`src/rtl/emif_axil_pkg.sv`:
```
// ============================================================================
//  Module      : emif_axil_pkg
//  Description : Shared FSM encoding and AXI response codes for the EMIF
//                <-> AXI-Lite bridges.
//  Revision    : 1.0
// ============================================================================
`default_nettype none

package emif_axil_pkg;

    typedef enum logic [2:0] {
        ST_IDLE   = 3'd0,
        ST_SETUP  = 3'd1,
        ST_STROBE = 3'd2,
        ST_HOLD   = 3'd3,
        ST_RESP   = 3'd4,
        ST_TURN   = 3'd5
    } emif_state_t;

    localparam logic [1:0] RESP_OKAY   = 2'b00;
    localparam logic [1:0] RESP_SLVERR = 2'b10;

endpackage

`default_nettype wire

```
`src/rtl/emif_cycle_timer.sv`:
```
// ============================================================================
//  Module      : emif_cycle_timer
//  Description : Loadable down-counter that flags when a phase has elapsed.
//  Revision    : 1.0
// ============================================================================
`default_nettype none

module emif_cycle_timer #(
    parameter int CW = 3
) (
    input  logic          eclk,
    input  logic          nrst,
    input  logic          i_load,
    input  logic [CW-1:0] i_load_val,
    output logic          o_done
);

    logic [CW-1:0] r_cnt;

    always_ff @(posedge eclk or negedge nrst) begin
        if (!nrst) begin
            r_cnt <= '0;
        end else if (i_load) begin
            r_cnt <= i_load_val;
        end else if (r_cnt != '0) begin
            r_cnt <= r_cnt - 1'b1;
        end
    end

    assign o_done = (r_cnt == '0);

endmodule

`default_nettype wire

```
`src/rtl/axil2emif.sv`:
```
// ============================================================================
//  Module      : axil2emif
//  Description : AXI-Lite slave to EMIF async-SRAM master; one 32-bit bus
//                cycle per accepted transaction.
//  Revision    : 1.0
// ============================================================================
`default_nettype none

module axil2emif
    import emif_axil_pkg::*;
#(
    parameter logic [31:0] AXIL_ADDR_BASE  = 32'h0000_0000,
    parameter int          AXIL_ADDR_WIDTH = 16,
    parameter logic [23:0] EMIF_ADDR_BASE  = 24'h000000,
    parameter int          SETUP           = 1,
    parameter int          STROBE          = 4,
    parameter int          HOLD            = 1,
    parameter int          TURNAROUND      = 1
) (
    input  logic        eclk,
    input  logic        nrst,
    input  logic        s_axil_awvalid,
    output logic        s_axil_awready,
    input  logic [31:0] s_axil_awaddr,
    input  logic [2:0]  s_axil_awprot,
    input  logic        s_axil_wvalid,
    output logic        s_axil_wready,
    input  logic [31:0] s_axil_wdata,
    input  logic [3:0]  s_axil_wstrb,
    output logic        s_axil_bvalid,
    input  logic        s_axil_bready,
    output logic [1:0]  s_axil_bresp,
    input  logic        s_axil_arvalid,
    output logic        s_axil_arready,
    input  logic [31:0] s_axil_araddr,
    input  logic [2:0]  s_axil_arprot,
    output logic        s_axil_rvalid,
    input  logic        s_axil_rready,
    output logic [31:0] s_axil_rdata,
    output logic [1:0]  s_axil_rresp,
    output logic        emif_nce,
    output logic        emif_noe,
    output logic        emif_nwe,
    output logic [23:0] emif_addr,
    output logic [31:0] emif_data_o,
    output logic        emif_data_oe,
    input  logic [31:0] emif_data_i,
    output logic        busy
);

    localparam int c_MAX_A = (SETUP > STROBE) ? SETUP : STROBE;
    localparam int c_MAX_B = (HOLD > TURNAROUND) ? HOLD : TURNAROUND;
    localparam int c_MAX_D = (c_MAX_A > c_MAX_B) ? c_MAX_A : c_MAX_B;
    localparam int c_CW    = $clog2(c_MAX_D + 1);

    emif_state_t r_state, w_next;

    logic        r_live;
    logic        r_aw_held, r_w_held, r_ar_held;
    logic [31:0] r_awaddr, r_araddr, r_wdata;
    logic [3:0]  r_wstrb;
    logic        r_last_wr, r_is_wr;
    logic        r_bvalid, r_rvalid;
    logic [1:0]  r_bresp, r_rresp;
    logic [31:0] r_rdata;
    logic        r_nce, r_noe, r_nwe, r_oe;
    logic [23:0] r_emif_addr;
    logic [31:0] r_data_o;

    logic              w_grant_wr, w_grant_rd;
    logic              w_load, w_done;
    logic [c_CW-1:0]   w_load_val;
    logic              w_act_next, w_wr_next;
    logic [31:0]       w_aw_off, w_ar_off;
    logic              w_aw_in, w_ar_in, w_wr_err, w_rd_err;
    logic [23:0]       w_aw_eaddr, w_ar_eaddr;
    logic              w_unused;

    // Window decode: offset must be non-negative and below 2^AXIL_ADDR_WIDTH
    assign w_aw_off   = r_awaddr - AXIL_ADDR_BASE;
    assign w_ar_off   = r_araddr - AXIL_ADDR_BASE;
    assign w_aw_in    = (r_awaddr >= AXIL_ADDR_BASE) && (w_aw_off[31:AXIL_ADDR_WIDTH] == '0);
    assign w_ar_in    = (r_araddr >= AXIL_ADDR_BASE) && (w_ar_off[31:AXIL_ADDR_WIDTH] == '0);
    assign w_aw_eaddr = EMIF_ADDR_BASE + 24'(w_aw_off[AXIL_ADDR_WIDTH-1:2]);
    assign w_ar_eaddr = EMIF_ADDR_BASE + 24'(w_ar_off[AXIL_ADDR_WIDTH-1:2]);
    assign w_wr_err   = !w_aw_in || (r_wstrb != 4'hF);
    assign w_rd_err   = !w_ar_in;
    assign w_unused   = ^{s_axil_awprot, s_axil_arprot, w_aw_off[1:0], w_ar_off[1:0]};

    emif_cycle_timer #(.CW(c_CW)) u_timer (
        .eclk       (eclk),
        .nrst       (nrst),
        .i_load     (w_load),
        .i_load_val (w_load_val),
        .o_done     (w_done)
    );

    always_comb begin
        w_next     = r_state;
        w_load     = 1'b0;
        w_load_val = '0;
        w_grant_wr = 1'b0;
        w_grant_rd = 1'b0;
        case (r_state)
            ST_IDLE: begin
                if (!r_bvalid && !r_rvalid) begin
                    if (r_aw_held && r_w_held && (!r_ar_held || !r_last_wr)) begin
                        w_grant_wr = 1'b1;
                    end else if (r_ar_held) begin
                        w_grant_rd = 1'b1;
                    end
                end
                if ((w_grant_wr && w_wr_err) || (w_grant_rd && w_rd_err)) begin
                    w_next = ST_RESP;
                end else if (w_grant_wr || w_grant_rd) begin
                    w_next     = ST_SETUP;
                    w_load     = 1'b1;
                    w_load_val = c_CW'(SETUP - 1);
                end
            end
            ST_SETUP: begin
                if (w_done) begin
                    w_next     = ST_STROBE;
                    w_load     = 1'b1;
                    w_load_val = c_CW'(STROBE - 1);
                end
            end
            ST_STROBE: begin
                if (w_done) begin
                    w_next     = ST_HOLD;
                    w_load     = 1'b1;
                    w_load_val = c_CW'(HOLD - 1);
                end
            end
            ST_HOLD: begin
                if (w_done) w_next = ST_RESP;
            end
            ST_RESP: begin
                if (r_is_wr && r_bvalid && s_axil_bready) begin
                    w_next = ST_IDLE;
                end else if (!r_is_wr && r_rvalid && s_axil_rready) begin
                    w_next     = ST_TURN;
                    w_load     = 1'b1;
                    w_load_val = c_CW'(TURNAROUND - 1);
                end
            end
            ST_TURN: begin
                if (w_done) w_next = ST_IDLE;
            end
            default: w_next = ST_IDLE;
        endcase
    end

    // EMIF pins are registered from the next state so they change only on clock edges
    assign w_act_next = (w_next == ST_SETUP) || (w_next == ST_STROBE) || (w_next == ST_HOLD);
    assign w_wr_next  = w_grant_wr || ((r_state != ST_IDLE) && r_is_wr);

    always_ff @(posedge eclk or negedge nrst) begin
        if (!nrst) begin
            r_state     <= ST_IDLE;
            r_live      <= 1'b0;
            r_aw_held   <= 1'b0;
            r_w_held    <= 1'b0;
            r_ar_held   <= 1'b0;
            r_awaddr    <= '0;
            r_araddr    <= '0;
            r_wdata     <= '0;
            r_wstrb     <= '0;
            r_last_wr   <= 1'b0;
            r_is_wr     <= 1'b0;
            r_bvalid    <= 1'b0;
            r_rvalid    <= 1'b0;
            r_bresp     <= RESP_OKAY;
            r_rresp     <= RESP_OKAY;
            r_rdata     <= '0;
            r_nce       <= 1'b1;
            r_noe       <= 1'b1;
            r_nwe       <= 1'b1;
            r_oe        <= 1'b0;
            r_emif_addr <= '0;
            r_data_o    <= '0;
        end else begin
            r_live  <= 1'b1;
            r_state <= w_next;

            if (s_axil_awvalid && s_axil_awready) begin
                r_aw_held <= 1'b1;
                r_awaddr  <= s_axil_awaddr;
            end
            if (s_axil_wvalid && s_axil_wready) begin
                r_w_held <= 1'b1;
                r_wdata  <= s_axil_wdata;
                r_wstrb  <= s_axil_wstrb;
            end
            if (s_axil_arvalid && s_axil_arready) begin
                r_ar_held <= 1'b1;
                r_araddr  <= s_axil_araddr;
            end

            if (w_grant_wr) begin
                r_aw_held <= 1'b0;
                r_w_held  <= 1'b0;
                r_last_wr <= 1'b1;
                r_is_wr   <= 1'b1;
                if (w_wr_err) begin
                    r_bvalid <= 1'b1;
                    r_bresp  <= RESP_SLVERR;
                end else begin
                    r_emif_addr <= w_aw_eaddr;
                end
            end
            if (w_grant_rd) begin
                r_ar_held <= 1'b0;
                r_last_wr <= 1'b0;
                r_is_wr   <= 1'b0;
                if (w_rd_err) begin
                    r_rvalid <= 1'b1;
                    r_rresp  <= RESP_SLVERR;
                    r_rdata  <= '0;
                end else begin
                    r_emif_addr <= w_ar_eaddr;
                end
            end

            if ((r_state == ST_STROBE) && w_done && !r_is_wr) r_rdata <= emif_data_i;
            if ((r_state == ST_HOLD) && w_done) begin
                if (r_is_wr) begin
                    r_bvalid <= 1'b1;
                    r_bresp  <= RESP_OKAY;
                end else begin
                    r_rvalid <= 1'b1;
                    r_rresp  <= RESP_OKAY;
                end
            end
            if (r_bvalid && s_axil_bready) r_bvalid <= 1'b0;
            if (r_rvalid && s_axil_rready) r_rvalid <= 1'b0;

            r_nce    <= !w_act_next;
            r_noe    <= !((w_next == ST_STROBE) && !r_is_wr);
            r_nwe    <= !((w_next == ST_STROBE) && r_is_wr);
            r_oe     <= w_act_next && w_wr_next;
            r_data_o <= (w_act_next && w_wr_next) ? (w_grant_wr ? r_wdata : r_data_o) : '0;
        end
    end

    assign s_axil_awready = r_live && !r_aw_held;
    assign s_axil_wready  = r_live && !r_w_held;
    assign s_axil_arready = r_live && !r_ar_held;
    assign s_axil_bvalid  = r_bvalid;
    assign s_axil_bresp   = r_bresp;
    assign s_axil_rvalid  = r_rvalid;
    assign s_axil_rresp   = r_rresp;
    assign s_axil_rdata   = r_rdata;
    assign emif_nce       = r_nce;
    assign emif_noe       = r_noe;
    assign emif_nwe       = r_nwe;
    assign emif_addr      = r_emif_addr;
    assign emif_data_o    = r_data_o;
    assign emif_data_oe   = r_oe;
    assign busy           = r_aw_held || r_w_held || r_ar_held || (r_state != ST_IDLE);

endmodule

`default_nettype wire

```
`config.mk`:
```
export PLATFORM = sky130hd
export DESIGN_NAME = axil2emif
export DESIGN_NICKNAME = d
export VERILOG_FILES = /design/src/rtl/emif_axil_pkg.sv /design/src/rtl/emif_cycle_timer.sv /design/src/rtl/axil2emif.sv
export SDC_FILE = /design/constraint.sdc
export NUM_CORES = 1
export LEC_CHECK = 0
export BUFFER_PORTS_ARGS = -buffer_cell sky130_fd_sc_hd__buf_2
export CAP_MARGIN = 20
export CORE_UTILIZATION = 51
export CTS_BUF_LIST = sky130_fd_sc_hd__clkbuf_16
export DETAILED_ROUTE_END_ITERATION = 10
export GPL_TIMING_DRIVEN = 1
export PLACE_DENSITY = 0.79
export SLEW_MARGIN = 20
export SYNTH_ARGS = -nofsm -noshare
export SYNTH_HDL_FRONTEND = slang
export SYNTH_SLANG_ARGS = --single-unit
```
`constraint.sdc`:
```
create_clock -name eclk -period 2.5 [get_ports eclk]
set_input_delay 0.75 -clock eclk [delete_from_list [all_inputs] [get_ports eclk]]
set_output_delay 0.75 -clock eclk [all_outputs]
set_load 0.05 [all_outputs]
```
==> results_dict.tcl <==
set metrics [dict create \
    fin_crit_sh_pct 104 \
    grt_pass1_vias 5994 \
    p_comb_share_pct 35.6 \
    dp_cells 1098 \
    cp-end-kind "output port" \
    synth_edf_count 0 \
    relSlewSlack_pct 63.0 \
    slew_violations 0 \
    crit_path_end "busy" \
    leakagePower_nw 5.22 \
    ys_types 53 \
    cts-root-buf "clkbuf_16" \
    ys_ff_latch 205 \
    seq_area_frac_synth_pct 62.3 \
    cp-start-kind "flip-flop" \
    synth.most_common_cell "dfrtp_1" \
    synth_top_family_by_area "multiplexers" \
    yosys-top-cells-count "202 x dfrtp_1, 96 x mux2_2, 87 x nand2_1" \
    layoutNonFillerInstCount 1143 \
    critPathTopFamily "simple AND/OR/NAND/NOR gates" \
    setup-tns-final_ns -0.112 \
    syn_nets 803 \
    postSynthAreaPerCell_sq_um 12.6 \
    worstSetupPathType "flip-flop to output port" \
    grt_overflow 0 \
    finClkSkew_ns 0.00798 \
    globalplace.congestion 0.834 \
    drive_above_1_share_pct 45.8 \
    rsz0062_at_grt "true" \
    hold_viol_final 0 \
    cts.htree.levels 1 \
    layout.nets 1057 \
    violations "setup timing" \
    syn_to_final_growth_pct 28.5 \
    clkPwrFrac_pct 24.4 \
    placeableCoreArea_sq_um 15800 \
    ios 247 \
    max-cap-violations 0 \
    synth.area.top_cells "dfrtp_1 61%, mux2_2 13%, nand2_1 4.0%" \
    status "finished with violations" \
    clock_path_buffers 3 \
    cts_tree "done" \
    synth_compound_gate_area_share_pct 8.98 \
    initial_utilization_pct 52.0 \
    rr_worst_depth 7 \
    synth_ff_type "dfrtp_1" \
    seqPwrFrac_pct 40.0 \
    antenna_found_initial 1 \
    dp_hpwl_um 12900 \
    muxShareOfSynthArea_pct 14.8 \
    synth_adder_area_share_pct 0.304 \
    syn_area_sq_um 8240 \
    numCtsBuffers 22 \
    die_y_um 129 \
    fin_ws_ns -0.112 \
    cts.sinks 205 \
    grt_pass1_wl_um 30000 \
    cp_max_fo 2 \
    track_usage_pct 22.7 \
    worst_pin_slew_ns 0.555 \
    setup_viol 1 \
    cp_slowest_stage_delay_ns 0.42 \
    drtIter0Drc 232 \
    yosys_warnings 0 \
    fmax_mhz 383 \
    syn_inst 656 \
    worstPathCellList "or3_4 > or4_4 > buf_6" \
    clock_latency_ns 0.49 \
    p_sw_w 0.00471 \
    post_drt_wl_per_cell_um 16.3 \
    path_clk_slew_ns 0.06 \
    synth_area_leader_cell "dfrtp_1" \
    r2r_setup_slack_ns 0.19 \
    cp.arrival_ns 1.86 \
    dieArea_sq_um 16700 \
    startpoint "r_state[0]$_DFF_PN0_" \
    synth-simple-area-share_pct 10.7 \
    synth_top_area_share_pct 61.4 \
    layout_min_cycle_time_ns 2.61 \
    vias 5921 \
    power.internal_w 0.00810 \
    wl_um 18600 \
    ir_drop_mv 0.722 \
    rr_endpoint "emif_data_o[26]$_DFFE_PN0P_" \
    drc 0 \
    die_w_um 129 \
    synth_xor_area_share_pct 0.106 \
    cp_slowest_cell "or4_4" \
    async_flop_share_pct 100 \
    ant_nets 0 \
    rows 46 \
    p_per_area_nw_per_um2 1210 \
    worst-path-buf-inv 1 \
    critPathRequiredTime_ns 1.75 \
    r2r_start "r_araddr[26]$_DFFE_PN0P_" \
    port_buffers 236 \
    firstDrtPassIters 4 \
    p_sw_share_pct 36.8 \
    hp-class "primary input to asynchronous set/reset pin" \
    vias_per_cell 5.18 \
    grt_max_degree 63 \
    cp.depth 3 \
]
## per-layer routing
| layer | part of all wire, % | wire length, um | vias up | track usage, % |
|---|---|---|---|---|
| li1 | - | - | 2823 | - |
| met1 | 41 | 7700 | 2903 | 29.0 |
| met5 | 0 | 0 | - | 0 |
| met4 | 1.5 | 275 | 0 | 5.81 |
| met3 | 6.4 | 1200 | 21 | 5.95 |
| met2 | 51 | 9450 | 174 | 38.6 |
## flip-flops by register name, indices dropped and copies added, names as in the netlist
signal	flops
emif_addr	24
emif_data_o	32
emif_data_oe	1
emif_nce	1
emif_noe	1
emif_nwe	1
r_ar_held	1
r_araddr	30
r_aw_held	1
r_awaddr	30
r_is_wr	1
r_live	1
r_state	3
r_w_held	1
r_wdata	32
r_wstrb	4
s_axil_bresp	2
s_axil_bvalid	1
s_axil_rdata	32
s_axil_rresp	2
s_axil_rvalid	1
u_timer.r_cnt	3
## what timing repair did
item,CTS,global route
pin swaps,1,1
setup buffers,1,3
resized for setup,3,2
hold buffers,0,0
endpoints found under the setup margin,1,26
## through the flow
step / area [sq um] / hold slack, ns / setup slack [ns] / total power, W / utilization, %
final: 10600 / 0.243 / -0.112 / 0.0128 / 66.9
after global routing: 10600 / 0.271 / -0.167 / 0.0135 / 66.9
after CTS: 10500 / 0.256 / -0.131 / 0.0128 / 66.6
after detailed placement: 9830 / 0.462 / 0.0232 / 0.00962 / 62.1
after global placement: 9830 / 0.455 / 0.0597 / 0.00944 / 62.1
after floorplan: 8240 / 0.444 / 0.190 / 0.00829 / -
## cells by family after synthesis
group           Yosys count
flops                   205
simple gates            181
mux                     110
compound gates          108
buf+inv                  48
fa+ha+maj                 2
other cells               1
xor+xnor                  1
## cells in the final DEF, fill, tap and decap left out, types with 8 or more instances in the layout
master,synthesis,final
buf_4,4,28
a22oi_1,33,33
clkinv_2,0,8
o21ai_0,38,38
buf_2,8,234
nor2_1,10,10
mux2_2,96,96
mux2i_1,14,14
nor3_1,35,35
inv_1,8,12
a21oi_1,10,10
dfrtp_1,202,202
nand2_1,87,87
and2_1,12,12
clkbuf_16,0,23
o21ai_2,10,10
## how the worst min path moves through the flow
stage,startpoint,end,slack [ns],cells past startpoint
6_report,nrst,r_araddr[31]$_DFFE_PN0P_,0.24,1
5_1_grt,nrst,r_araddr[31]$_DFFE_PN0P_,0.27,1
4_1_cts,nrst,r_araddr[31]$_DFFE_PN0P_,0.26,1
3_5_place_dp,r_araddr[11]$_DFFE_PN0P_,emif_addr[9]$_DFF_PN0_,0.46,2
3_3_place_gp,r_araddr[2]$_DFFE_PN0P_,emif_addr[0]$_DFF_PN0_,0.46,2
2_1_floorplan,r_araddr[2]$_DFFE_PN0P_,emif_addr[0]$_DFF_PN0_,0.44,2
## layout make-up
cell class | instances | area, sq um
diodes | 1 | 2.50
clock buffers | 23 | 576
clock inverters | 17 | 126
fillers | 1185 | 5240
inverters | 8 | 30.0
multi-input cells | 403 | 2920
flip-flops and latches | 205 | 5130
well taps | 216 | 270
repair buffers | 270 | 1530
## power by group through the flow
stage | Sequential [W] | Combinational [W] | Clock [W]
2_1_floorplan | 0.00605 | 0.00224 | 0
3_3_place_gp | 0.00508 | 0.00435 | 0
3_5_place_dp | 0.00515 | 0.00446 | 0
4_1_cts | 0.00511 | 0.00451 | 0.00319
5_1_grt | 0.00525 | 0.00494 | 0.00333
6_report | 0.00512 | 0.00456 | 0.00313
Note: power is estimated with default switching activity, not from simulation.
